**src/rtl/reveal_timer.sv**
```systemverilog
// Loadable down-counter; done is high while the count sits at zero. Also used for display blink timing.
module reveal_timer #(
    parameter int WIDTH = 26
) (
    input  logic             clk,
    input  logic             reset,
    input  logic             load,
    input  logic [WIDTH-1:0] load_value,
    input  logic             en,
    output logic             done
);

    logic [WIDTH-1:0] count;

    // NOTE: sequential state is assigned with <= so every register samples pre-edge values.
    always_ff @(posedge clk or negedge reset) begin
        if (!reset) begin
            count <= '0;
        end else if (load) begin
            count <= load_value;
        end else if (en && count != '0) begin
            count <= count - WIDTH'(1);
        end
    end

    assign done = (count == '0);

endmodule

```
**config.mk**
```make
export PLATFORM = sky130hd
export DESIGN_NAME = reveal_timer
export DESIGN_NICKNAME = d
export VERILOG_FILES = /design/src/rtl/reveal_timer.sv
export SDC_FILE = /design/constraint.sdc
export NUM_CORES = 1
export LEC_CHECK = 0
export ABC_AREA = 1
export ABC_CLOCK_PERIOD_IN_PS = 3400
export BUFFER_PORTS_ARGS = -buffer_cell sky130_fd_sc_hd__buf_2
export CAP_MARGIN = 20
export CORE_MARGIN = 4
export CORE_UTILIZATION = 38
export CTS_CLUSTER_DIAMETER = 200
export CTS_CLUSTER_SIZE = 8
export DETAILED_ROUTE_END_ITERATION = 6
export GPL_TIMING_DRIVEN = 0
export SLEW_MARGIN = 0
export SYNTH_ARGS = -nofsm -noshare
export SYNTH_HDL_FRONTEND = slang
export SYNTH_SLANG_ARGS = --single-unit
```
**constraint.sdc**
```tcl
create_clock -name clk -period 3.4 [get_ports clk]
set_clock_uncertainty 0.15 [all_clocks]
set_input_delay 0.34 -clock clk [delete_from_list [all_inputs] [get_ports clk]]
set_output_delay 0.34 -clock clk [all_outputs]
set_load 0.1 [all_outputs]
```
==> impl_results.html <==
<table>
<tr><th>Metric</th><th>Value</th></tr>
<tr><th colspan="2">Route</th></tr>
<tr><td>Max layer used</td><td>met4</td></tr>
<tr><td>Wire length on met3</td><td>273 um</td></tr>
<tr><td>Drc violations</td><td>0</td></tr>
<tr><td>Wire length on met1</td><td>2.72 mm</td></tr>
<tr><td>Average via count per standard cell</td><td>4.87</td></tr>
<tr><td>Mean routed wirelength per cell</td><td>12.5 um</td></tr>
<tr><td>Wire length after detailed routing</td><td>5.45 mm</td></tr>
<tr><td>DR WL met2</td><td>2.43 mm</td></tr>
<tr><td>Remaining number of nets flagged by the antenna check after routing</td><td>0</td></tr>
<tr><td>Number of detailed-routing iterations run before antenna repair</td><td>4</td></tr>
<tr><td>Via count of the routed design</td><td>2123</td></tr>
<tr><td>Violation count after the first detailed-route iteration</td><td>143</td></tr>
<tr><th colspan="2">Logic synthesis</th></tr>
<tr><td>Post-synthesis sequential element count</td><td>26</td></tr>
<tr><td>Total nets after synthesis</td><td>363</td></tr>
<tr><td>Most instantiated library cell after synthesis</td><td>sky130_fd_sc_hd__nand2_1</td></tr>
<tr><td>Synth Warn #</td><td>0</td></tr>
<tr><td>Number of distinct library cells after synthesis</td><td>23</td></tr>
<tr><td>Synth top cells by count</td><td>128 x sky130_fd_sc_hd__nand2_1, 48 x sky130_fd_sc_hd__nand3_1, 42 x sky130_fd_sc_hd__nor2_1, 30 x sky130_fd_sc_hd__inv_1, 26 x sky130_fd_sc_hd__dfrtp_1</td></tr>
<tr><td>Largest area contributor in the netlist</td><td>sky130_fd_sc_hd__dfrtp_1</td></tr>
<tr><td>Average cell area after synthesis</td><td>6.26 um^2</td></tr>
<tr><td>Most used DFF post-synth</td><td>sky130_fd_sc_hd__dfrtp_1</td></tr>
<tr><td>Share of synthesized area occupied by flip-flops and latches</td><td>0.313</td></tr>
<tr><td>Share of synthesized registers carrying an async set or reset</td><td>1.00</td></tr>
<tr><td>Cell area after technology mapping</td><td>2080 um^2</td></tr>
<tr><td>Post-synth EDFFs</td><td>0</td></tr>
<tr><td>Area share of the largest cell type after synthesis</td><td>0.313</td></tr>
<tr><td>Top cells by area, synth</td><td>sky130_fd_sc_hd__dfrtp_1 31%, sky130_fd_sc_hd__nand2_1 23%, sky130_fd_sc_hd__nand3_1 12%</td></tr>
<tr><td>Synthesized instance count</td><td>332</td></tr>
<tr><th colspan="2">Setup path</th></tr>
<tr><td>R2R Path Start</td><td>count[0]</td></tr>
<tr><td>Endpoint of the worst register-to-register path</td><td>count[4]</td></tr>
<tr><td>Worst Path Class, Setup</td><td>register to output pin</td></tr>
<tr><td>Top Family by Delay on Critical Path</td><td>simple AND/OR/NAND/NOR gates</td></tr>
<tr><td>Master of the slowest instance on the critical path</td><td>sky130_fd_sc_hd__buf_2</td></tr>
<tr><td>Largest incremental delay on the critical path</td><td>0.43 ns</td></tr>
<tr><td>Internal reg-to-reg setup slack</td><td>1.12 ns</td></tr>
<tr><td>Cell count of the worst reg-to-reg path</td><td>10</td></tr>
<tr><td>CP Data Arrival Time</td><td>2.14 ns</td></tr>
<tr><td>Worst Setup End Kind</td><td>output pin</td></tr>
<tr><td>Buffers plus inverters on the worst setup path</td><td>2</td></tr>
<tr><td>Worst-path fanout max</td><td>7</td></tr>
<tr><td>CP startpoint kind</td><td>register</td></tr>
<tr><td>Sequence of cells on the critical path</td><td>inv_1, ha_1, nand2_4, nor2_8, nand4_1, nor2_1, buf_2</td></tr>
<tr><td>Required time reported for the critical path endpoint</td><td>2.91 ns</td></tr>
<tr><th colspan="2">Floorplan</th></tr>
<tr><td>Y dimension of the die</td><td>82.0 um</td></tr>
<tr><td>Total die area</td><td>6720 um^2</td></tr>
<tr><td>Core area</td><td>5200 um^2</td></tr>
<tr><td>Die extent in x</td><td>82.0 um</td></tr>
<tr><td>Number of primary I/O pins</td><td>31</td></tr>
<tr><td>Site Rows</td><td>26</td></tr>
<tr><td>Effective utilization at floorplan</td><td>0.400</td></tr>
<tr><th colspan="2">Cells and area</th></tr>
<tr><td>Register with the most flip-flops</td><td>count</td></tr>
<tr><td>Number of flip-flops in the largest register</td><td>26</td></tr>
<tr><td>Number of filler cells placed in the layout</td><td>583</td></tr>
<tr><td>Multi-input gate area in the final layout</td><td>1260 um^2</td></tr>
<tr><td>Post-layout instance area</td><td>2380 um^2</td></tr>
<tr><td>Registers with the highest flip-flop counts</td><td>count: 26 flops</td></tr>
<tr><td>Area added between synthesis and finish</td><td>14.3%</td></tr>
<tr><td>Diode count</td><td>0</td></tr>
<tr><td>Layout cell share with drive strength beyond 1</td><td>0.161</td></tr>
<tr><td>Footprint of the flip-flops and latches</td><td>651 um^2</td></tr>
<tr><td># nets final</td><td>398</td></tr>
<tr><th colspan="2">Clock network</th></tr>
<tr><td>Worst skew pair latency</td><td>0.28 ns</td></tr>
<tr><td>TritonCTS clock tree</td><td>built</td></tr>
<tr><td>Root buf cell</td><td>sky130_fd_sc_hd__clkbuf_8</td></tr>
<tr><td>Hold Buf Count CTS</td><td>1</td></tr>
<tr><td>Setup fix buffers added after clock tree synthesis</td><td>0</td></tr>
<tr><td>Clk pin slew, worst setup/hold paths</td><td>0.11 ns</td></tr>
<tr><td>Cells resized by post-CTS repair</td><td>0</td></tr>
<tr><td>Level count of the clock H-tree</td><td>1</td></tr>
<tr><td>Total CTS buffers</td><td>3</td></tr>
<tr><td>Number of buffers on the longest clock path</td><td>2</td></tr>
<tr><td>Sink count of the clock tree</td><td>26</td></tr>
<tr><th colspan="2">Placement</th></tr>
<tr><td>Dpl ws</td><td>1.08 ns</td></tr>
<tr><td>Buffers on Ports</td><td>29</td></tr>
<tr><td>Final weighted congestion in routability-driven placement</td><td>0.860</td></tr>
<tr><td>Area of placed instances</td><td>2310 um^2</td></tr>
<tr><td>Final HPWL DP</td><td>4.09 mm</td></tr>
<tr><th colspan="2">Pwr</th></tr>
<tr><td>Worst supply voltage drop on vdd</td><td>158 uV</td></tr>
<tr><td>Pwr Density</td><td>377 nW/um^2</td></tr>
<tr><td>Leakage</td><td>0.00128 uW</td></tr>
<tr><td>Overall power after layout</td><td>896 uW</td></tr>
<tr><th colspan="2">Min path</th></tr>
<tr><td>Cell depth of the worst min-delay path</td><td>3</td></tr>
<tr><td>Worst Hold Class</td><td>input pin to register</td></tr>
<tr><td>Hold path startpoint</td><td>load_value[24]</td></tr>
<tr><td>Hold endpoint</td><td>count[24]</td></tr>
<tr><th colspan="2">Timing</th></tr>
<tr><td>Setup ws final</td><td>0.771 ns</td></tr>
<tr><td>RSZ-0062 raised after global routing</td><td>no</td></tr>
<tr><td>Max Fclk</td><td>380 MHz</td></tr>
<tr><td>Sum Neg Setup Slack</td><td>0 ns</td></tr>
<tr><td>Count of final setup violators</td><td>0</td></tr>
<tr><td>Post-route fraction of the period consumed by the critical path</td><td>0.773</td></tr>
<tr><td>Fin. max-slew vios</td><td>0</td></tr>
<tr><td>Remaining max-slew budget at the tightest pin</td><td>0.575</td></tr>
<tr><td>Post-layout min period</td><td>2.63 ns</td></tr>
<tr><td>Final number of hold-violating endpoints</td><td>0</td></tr>
<tr><td>Pin slew with the least headroom to its limit</td><td>0.638 ns</td></tr>
<tr><th colspan="2">Flow run</th></tr>
<tr><td># Max-Cap Violations</td><td>0</td></tr>
<tr><th colspan="2">GRT</th></tr>
<tr><td>Antenna violations before repair</td><td>0</td></tr>
<tr><td>Global-route usage over all layers</td><td>0.181</td></tr>
<tr><td>Maximum number of pins on one net before global-route repair</td><td>27</td></tr>
<tr><td>Vias in the first global route</td><td>2059</td></tr>
<tr><td>First-pass GRT wire length</td><td>9.54 mm</td></tr>
<tr><td>Total congestion overflow after global routing</td><td>0</td></tr>
<tr><th colspan="2">Outcome</th></tr>
<tr><td>Run status</td><td>complete, no violations</td></tr>
</table>
==> layout by cell type (no fill, tap or decap) <==
cell type	synthesis	layout
sky130_fd_sc_hd__nand2_1	128	128
sky130_fd_sc_hd__nand3_1	48	48
sky130_fd_sc_hd__nor2_1	42	42
sky130_fd_sc_hd__inv_1	30	30
sky130_fd_sc_hd__buf_2	0	29
sky130_fd_sc_hd__dfrtp_1	26	26
sky130_fd_sc_hd__nand4_1	9	9
sky130_fd_sc_hd__o21ai_2	8	8
sky130_fd_sc_hd__o21ai_0	6	6
sky130_fd_sc_hd__clkbuf_1	5	5
sky130_fd_sc_hd__nand2_2	4	4
sky130_fd_sc_hd__xor2_1	4	4
sky130_fd_sc_hd__clkbuf_8	0	4
sky130_fd_sc_hd__nor2_4	3	3
sky130_fd_sc_hd__nand2_4	3	3
sky130_fd_sc_hd__nor2_2	3	3
sky130_fd_sc_hd__a21oi_1	3	3
sky130_fd_sc_hd__buf_6	2	2
sky130_fd_sc_hd__buf_1	2	2
sky130_fd_sc_hd__nor2_8	1	1
sky130_fd_sc_hd__o21ai_4	1	1
sky130_fd_sc_hd__buf_4	1	1
sky130_fd_sc_hd__a21o_1	1	1
sky130_fd_sc_hd__nand3b_1	1	1
sky130_fd_sc_hd__ha_1	1	1
sky130_fd_sc_hd__dlygate4sd3_1	0	1
==> worst min-delay path, stage by stage <==
cell                      delay (ns)
sky130_fd_sc_hd__buf_2          0.07
sky130_fd_sc_hd__nand2_1        0.04
sky130_fd_sc_hd__nand3_1        0.07
==> routing by layer <==
layer  up-vias  global-route usage
met5         -                   0
met4         0              0.0316
met3         2              0.0175
met2        44               0.293
met1       953               0.264
li1       1124                   -
==> where the power goes <==
part	internal, uW	total [uW]	switching [uW]
combinational	101	277	177
clock	104	217	113
sequential	349	402	53.7
==> kinds of logic after synthesis <==
group | count (synthesis) | synth area share
XOR/XNOR | 4 | 0.0168
flip-flops | 26 | 0.313
adder cells (fa/ha/maj) | 1 | 0.00602
AO/OA/AOI/OAI | 19 | 0.0668
AND/OR/NAND/NOR | 242 | 0.516
buffers and inverters | 40 | 0.0812
==> how the worst max path moves through the flow <==
stage | cells past startpoint | to | startpoint | slack [ns]
2_1_floorplan | 6 | done | count[0] | 0.51
3_3_place_gp | 7 | done | count[0] | 1.08
3_5_place_dp | 7 | done | count[0] | 1.08
4_1_cts | 7 | done | count[0] | 0.76
5_1_grt | 7 | done | count[0] | 0.63
6_report | 7 | done | count[0] | 0.77
==> per-stage QoR <==
step                      utilization  instances  hold WS [ns]
final                           0.457        436         0.122
after global routing            0.457        436         0.122
after CTS                       0.457        436         0.122
after detailed placement        0.444        431         0.262
after global placement          0.444        431         0.250
after floorplan                     -        332        -0.106
==> final cells by class <==
type,instances,share of cell area
Inverter,30,0.0474
Multi-Input combinational cell,266,0.530
Timing Repair Buffer,30,0.0653
Sequential cell,26,0.274
Clock buffer,4,0.0232
Tap cell,70,0.0368
Buffer,10,0.0237
(Power assumes the default switching activity.)
